<file path="config.mk">
export PLATFORM = sky130hd
export DESIGN_NAME = bg_fetch
export DESIGN_NICKNAME = d
export VERILOG_FILES = /design/src/rtl/bg_fetch.sv
export SDC_FILE = /design/constraint.sdc
export NUM_CORES = 1
export LEC_CHECK = 0
export CORE_MARGIN = 10
export CORE_UTILIZATION = 35
export CTS_CLUSTER_SIZE = 16
export DETAILED_ROUTE_END_ITERATION = 8
export PLACE_DENSITY = 0.72
export REMOVE_ABC_BUFFERS = 1
export SETUP_SLACK_MARGIN = 0.2
export SLEW_MARGIN = 20
export SYNTH_ARGS = -nofsm -noshare
export SYNTH_HDL_FRONTEND = slang
export SYNTH_SLANG_ARGS = --single-unit
</file>
<file path="constraint.sdc">
create_clock -name clk -period 1.95 [get_ports clk]
set_clock_uncertainty 0.15 [all_clocks]
set_input_delay 0.585 -clock clk [delete_from_list [all_inputs] [get_ports clk]]
set_output_delay 0.585 -clock clk [all_outputs]
set_load 0.02 [all_outputs]
</file>
<file path="src/rtl/bg_fetch.sv">
// Background pixel fetch: scaled/scrolled RAM addressing, RGB332->RGB444, sync alignment.
// Optional vertical scrolling is enabled by defining BG_VSCROLL_EN.
module bg_fetch #(
   parameter int unsigned DATA_WIDTH = 8,
   parameter int unsigned ADDR_WIDTH = 16,
   parameter int unsigned V_ACTIVE   = 480
) (
   input  logic                  clk,
   input  logic                  reset_n,
   input  logic                  pixel_tick,
   input  logic [9:0]            pixel_x,
   input  logic [9:0]            pixel_y,
   input  logic                  video_on,
   input  logic                  hsync_i,
   input  logic                  vsync_i,
   input  logic                  scroll_en,
   input  logic                  scroll_dir,
   input  logic [3:0]            scroll_step,
   input  logic                  scroll_load,
   input  logic [7:0]            scroll_init,
   output logic                  sram_en,
   output logic [ADDR_WIDTH-1:0] sram_addr,
   input  logic [DATA_WIDTH-1:0] sram_data,
   output logic [11:0]           rgb,
   output logic                  hsync_o,
   output logic                  vsync_o,
   output logic [7:0]            scroll_x,
   output logic [7:0]            scroll_y,
   output logic                  frame_tick
);

   localparam int unsigned COORD_W = 10;
   localparam int unsigned OFS_W   = 8;

   logic [OFS_W-1:0] col_c;
   logic [OFS_W-1:0] row_c;
   logic [OFS_W-1:0] step_c;
   logic             frame_evt_c;
   logic             advance_c;
   logic [11:0]      rgb_c;
   logic             unused_c;

   logic von_d1, von_d2;
   logic hs_d1, hs_d2;
   logic vs_d1, vs_d2;

   // 2x downscale of the screen coordinate, then wrap-around offset into the 256x256 image
   assign col_c       = OFS_W'(pixel_x[9:1]) + scroll_x;
   assign row_c       = OFS_W'(pixel_y[9:1]) + scroll_y;
   assign step_c      = OFS_W'(scroll_step);
   assign frame_evt_c = pixel_tick && (pixel_x == '0) && (pixel_y == COORD_W'(V_ACTIVE));
   assign advance_c   = frame_evt_c && scroll_en;
   assign unused_c    = ^{pixel_x[0], pixel_y[0]};

   // Bit replication spreads the 3/3/2-bit channels over the full 4-bit DAC range
   assign rgb_c = {sram_data[7:5], sram_data[7],
                   sram_data[4:2], sram_data[4],
                   sram_data[1:0], sram_data[1:0]};

   function automatic logic [OFS_W-1:0] next_ofs(input logic [OFS_W-1:0] ofs,
                                                input logic              dir,
                                                input logic [OFS_W-1:0] stp);
      next_ofs = dir ? (ofs - stp) : (ofs + stp);
   endfunction

   // Horizontal offset: load beats the frame-event advance
   always_ff @(posedge clk or negedge reset_n) begin
      if (!reset_n) begin
         scroll_x <= '0;
      end else if (scroll_load) begin
         scroll_x <= scroll_init;
      end else if (advance_c) begin
         scroll_x <= next_ofs(scroll_x, scroll_dir, step_c);
      end
   end

`ifdef BG_VSCROLL_EN
   // Vertical offset tracks the horizontal rules for diagonal drift
   always_ff @(posedge clk or negedge reset_n) begin
      if (!reset_n) begin
         scroll_y <= '0;
      end else if (scroll_load) begin
         scroll_y <= scroll_init;
      end else if (advance_c) begin
         scroll_y <= next_ofs(scroll_y, scroll_dir, step_c);
      end
   end
`else
   assign scroll_y = '0;
`endif

   always_ff @(posedge clk or negedge reset_n) begin
      if (!reset_n) begin
         frame_tick <= 1'b0;
      end else begin
         frame_tick <= frame_evt_c;
      end
   end

   // Stage 1: RAM address/enable, control delayed once
   always_ff @(posedge clk or negedge reset_n) begin
      if (!reset_n) begin
         sram_en   <= 1'b0;
         sram_addr <= '0;
         von_d1    <= 1'b0;
         hs_d1     <= 1'b0;
         vs_d1     <= 1'b0;
      end else begin
         sram_en   <= video_on;
         sram_addr <= ADDR_WIDTH'({row_c, col_c});
         von_d1    <= video_on;
         hs_d1     <= hsync_i;
         vs_d1     <= vsync_i;
      end
   end

   // Stage 2: control waits for RAM read data
   always_ff @(posedge clk or negedge reset_n) begin
      if (!reset_n) begin
         von_d2 <= 1'b0;
         hs_d2  <= 1'b0;
         vs_d2  <= 1'b0;
      end else begin
         von_d2 <= von_d1;
         hs_d2  <= hs_d1;
         vs_d2  <= vs_d1;
      end
   end

   // Stage 3: colour and sync leave together
   always_ff @(posedge clk or negedge reset_n) begin
      if (!reset_n) begin
         rgb     <= '0;
         hsync_o <= 1'b0;
         vsync_o <= 1'b0;
      end else begin
         rgb     <= von_d2 ? rgb_c : 12'h000;
         hsync_o <= hs_d2;
         vsync_o <= vs_d2;
      end
   end

endmodule

</file>
==> impl_metrics.yaml <==
yosys:
  synth_top_flop_cell: "dfrtp_1"
  syn_avg_cell_area_um2: 10.9
  synth-adder-area-share: 0.119
  yosysSeqAreaShare: 0.482
  synthArstFlopShare: 1.00
  syn_area_um2: 2130
  synth_top_area_cell: "dfrtp_1"
  synth_cell_types: 41
  synth_top_family_by_area: "simple AND/OR/NAND/NOR gates"
  synth_seq_cells: 41
  synth_compound_area_frac: 0.108
  yosys.area_share.simple: 0.147
  synth_xor_area_frac: 0.0411
  synth.area.mux_share: 0.0335
  ys.warnings.count: 0
  synth_top_area_frac: 0.482
  synth_edf_count: 0
  synthCells: 196
  synth_area_leaders: "dfrtp_1 48%, ha_1 10%, buf_4 4.2%"
power_and_ir_drop:
  swShare: 0.300
  power.density_nw_per_um2: 691
  vdd_ir_drop_max_v: 0.000327
  seqPwrFrac: 0.374
  p_total_mw: 2.58
  p_comb_frac: 0.352
  total_leakage_power_nw: 1.76
  intPower_mw: 1.81
  p_switching_mw: 0.775
  power.share.clock: 0.274
finish:
  drive_above_1_share: 0.381
  multi_input_area_um2: 1220
  area_growth_pct: 75.6
  final.fill_count: 512
  seqCellArea_um2: 1030
  antenna_cells: 0
  nNetsFinal: 403
routing:
  drtIter0Drc: 39
  dr_total_vias: 1906
  routed_via_density: 4.64
  drc: 0
  wl_per_cell_um: 15.0
  dr.pass1.iters: 4
  ant_nets: 0
  wl_um: 6170
global_route:
  grt_pass1_vias: 2161
  grt_overflow: 0
  gr-usage-all-layers: 0.127
  grt_pass1_wl_um: 10100
  grt_antenna_before_repair: 0
  grt_max_degree: 21
place:
  routabilityCongestion: 0.807
  place_ws_ns: -1.28
  port_buffers: 88
  dp_hpwl_um: 4810
setup_path:
  rr_startpoint: "scroll_x[0]"
  required_ns: 1.97
  r2r_cells: 9
  ff2ff_setup_slack_ns: -0.27
  start_kind: "input port"
  endpoint_kind: "flop"
  cp_max_fo: 3
  cp.arrival_ns: 2.41
  worstReg2RegEnd: "scroll_x[6]"
  crit_type: "in2reg"
timing:
  setup_ws_ns: -0.434
  setup_tns_ns: -1.45
  fin_crit_sh: 1.22
  rsz0062_at_grt: "yes"
  min_period_ns: 2.38
  setup_viol: 6
  finalMaxSlewViolations: 0
  fmax_mhz: 419
  hold_viol: 0
outcome:
  failed_checks: "setup timing"
  status: "complete, but fails checks"
floorplan:
  die_y_um: 98
  die_w_um: 98
  dieArea_um2: 9600
  start_util: 0.360
  pin_count: 97
  coreArea_um2: 5920
  rows: 28
clock_tree:
  h-tree-depth: 2
  cts_sinks: 41
  cts_inserted_buffers: 5
  hold_buffers: 0
  cts.path.max_buffers: 2
  worstSkewPairLatency_ns: 0.29
  cts_tree: "yes"
  clkTransAtPathRegs_ns: 0.08
  cts_root_buf: "clkbuf_8"
run:
  cap_violations: 0
min_path:
  hold_path_class: "in2async"
[flip-flops by register name, summed over array words and instances, names as in the netlist]
name	count
vs_d2	1
hs_d1	1
vsync_o	1
sram_addr	16
frame_tick	1
rgb	8
vs_d1	1
von_d1	1
scroll_x	8
von_d2	1
hsync_o	1
hs_d2	1
[metal layers]
metal,part of all wire,vias up,wire length (um),track usage
met5,0,-,0,0
met4,0.013,0,83,0.0425
met3,0.072,7,446,0.0338
met2,0.52,71,3200,0.241
met1,0.40,891,2440,0.131
li1,-,937,-,-
[critical path, stage by stage]
cell	delay, ns
buf_6	0.10
nor3_4	0.19
ha_1	0.25
mux2i_1	0.13
ha_1	0.27
nand2_1	0.08
a211oi_2	0.05
buf_4	0.15
buf_4	0.13
or3_4	0.32
nand3_2	0.07
a31oi_1	0.08
[through the flow]
stage | cells | instance area [um^2] | hold slack, ns | utilization
2_1_floorplan | 189 | 2060 | 0.139 | -
3_3_place_gp | 393 | 3350 | 0.184 | 0.566
3_5_place_dp | 393 | 3350 | 0.187 | 0.566
4_1_cts | 410 | 3630 | 0.0519 | 0.612
5_1_grt | 411 | 3740 | 0.0627 | 0.631
6_report | 411 | 3740 | 0.0441 | 0.631
[synthesized netlist by cell type, types with 2 or more instances]
master	instances
dfrtp_1	41
ha_1	17
inv_1	13
nor2_1	13
buf_4	12
and2_1	11
nand2_1	11
o21ai_0	8
a21oi_1	7
mux2i_1	6
xnor2_1	6
a21o_1	5
nor3_1	4
xor2_1	4
a31oi_1	3
nand3_1	3
a211oi_1	2
clkbuf_1	2
fa_1	2
nand2b_1	2
nand4_1	2
nor4_1	2
o211ai_1	2
[layout make-up]
type                            instances  share of cell area
Tap cell                               75              0.0251
Multi-Input combinational cell        135               0.327
Inverter                               13              0.0131
Sequential cell                        41               0.275
Timing Repair Buffer                  139               0.328
Clock inverter                          2              0.0100
Clock buffer                            6              0.0221
[cells in the final DEF (no fill, tap or decap), drive strengths merged, types with 2 or more instances in the layout]
master,count
a211oi,2
a21o,5
a21oi,7
a31oi,3
and2,11
buf,75
clkbuf,7
clkdlybuf4s15,17
clkdlybuf4s50,21
conb,8
dfrtp,41
dlygate4sd2,25
fa,2
ha,17
inv,13
mux2i,6
nand2,12
nand2b,2
nand3,3
nand4,2
nor2,13
nor3,4
nor4,4
o211ai,2
o21ai,9
or4,2
xnor2,6
xor2,4
[kinds of logic after synthesis]
family	count (synthesis)
buffers and inverters	27
AND/OR/NAND/NOR	56
multiplexers	7
adder cells (fa/ha/maj)	19
other	1
flip-flops	41
AO/OA/AOI/OAI	35
XOR/XNOR	10
[how the worst max path moves through the flow]
| stage | from | to | slack, ns | depth (start not counted) |
|---|---|---|---|---|
| 2_1_floorplan | scroll_step[1] | scroll_x[6] | -0.66 | 9 |
| 3_3_place_gp | scroll_step[1] | scroll_x[6] | -1.21 | 10 |
| 3_5_place_dp | scroll_step[0] | scroll_x[7] | -1.28 | 11 |
| 4_1_cts | scroll_step[1] | scroll_x[7] | -0.45 | 11 |
| 5_1_grt | scroll_step[0] | scroll_x[5] | -0.55 | 12 |
| 6_report | scroll_step[0] | scroll_x[5] | -0.43 | 12 |
[repair_timing]
action,CTS,global route
hold endpoints to repair,0,0
gates resized for setup,203,34
setup buffers,9,1
endpoints found under the setup margin,56,28
cloned,0,0
pin swaps,41,13
[power by group through the flow]
stage,registers [mW],logic [mW],clock network [mW]
floorplan,1.09,0.275,0
global placement,0.984,0.827,0
detailed placement,0.986,0.838,0
CTS,0.965,0.863,0.726
global route,0.980,0.994,0.755
finish,0.966,0.910,0.707
(Power assumes the default switching activity.)
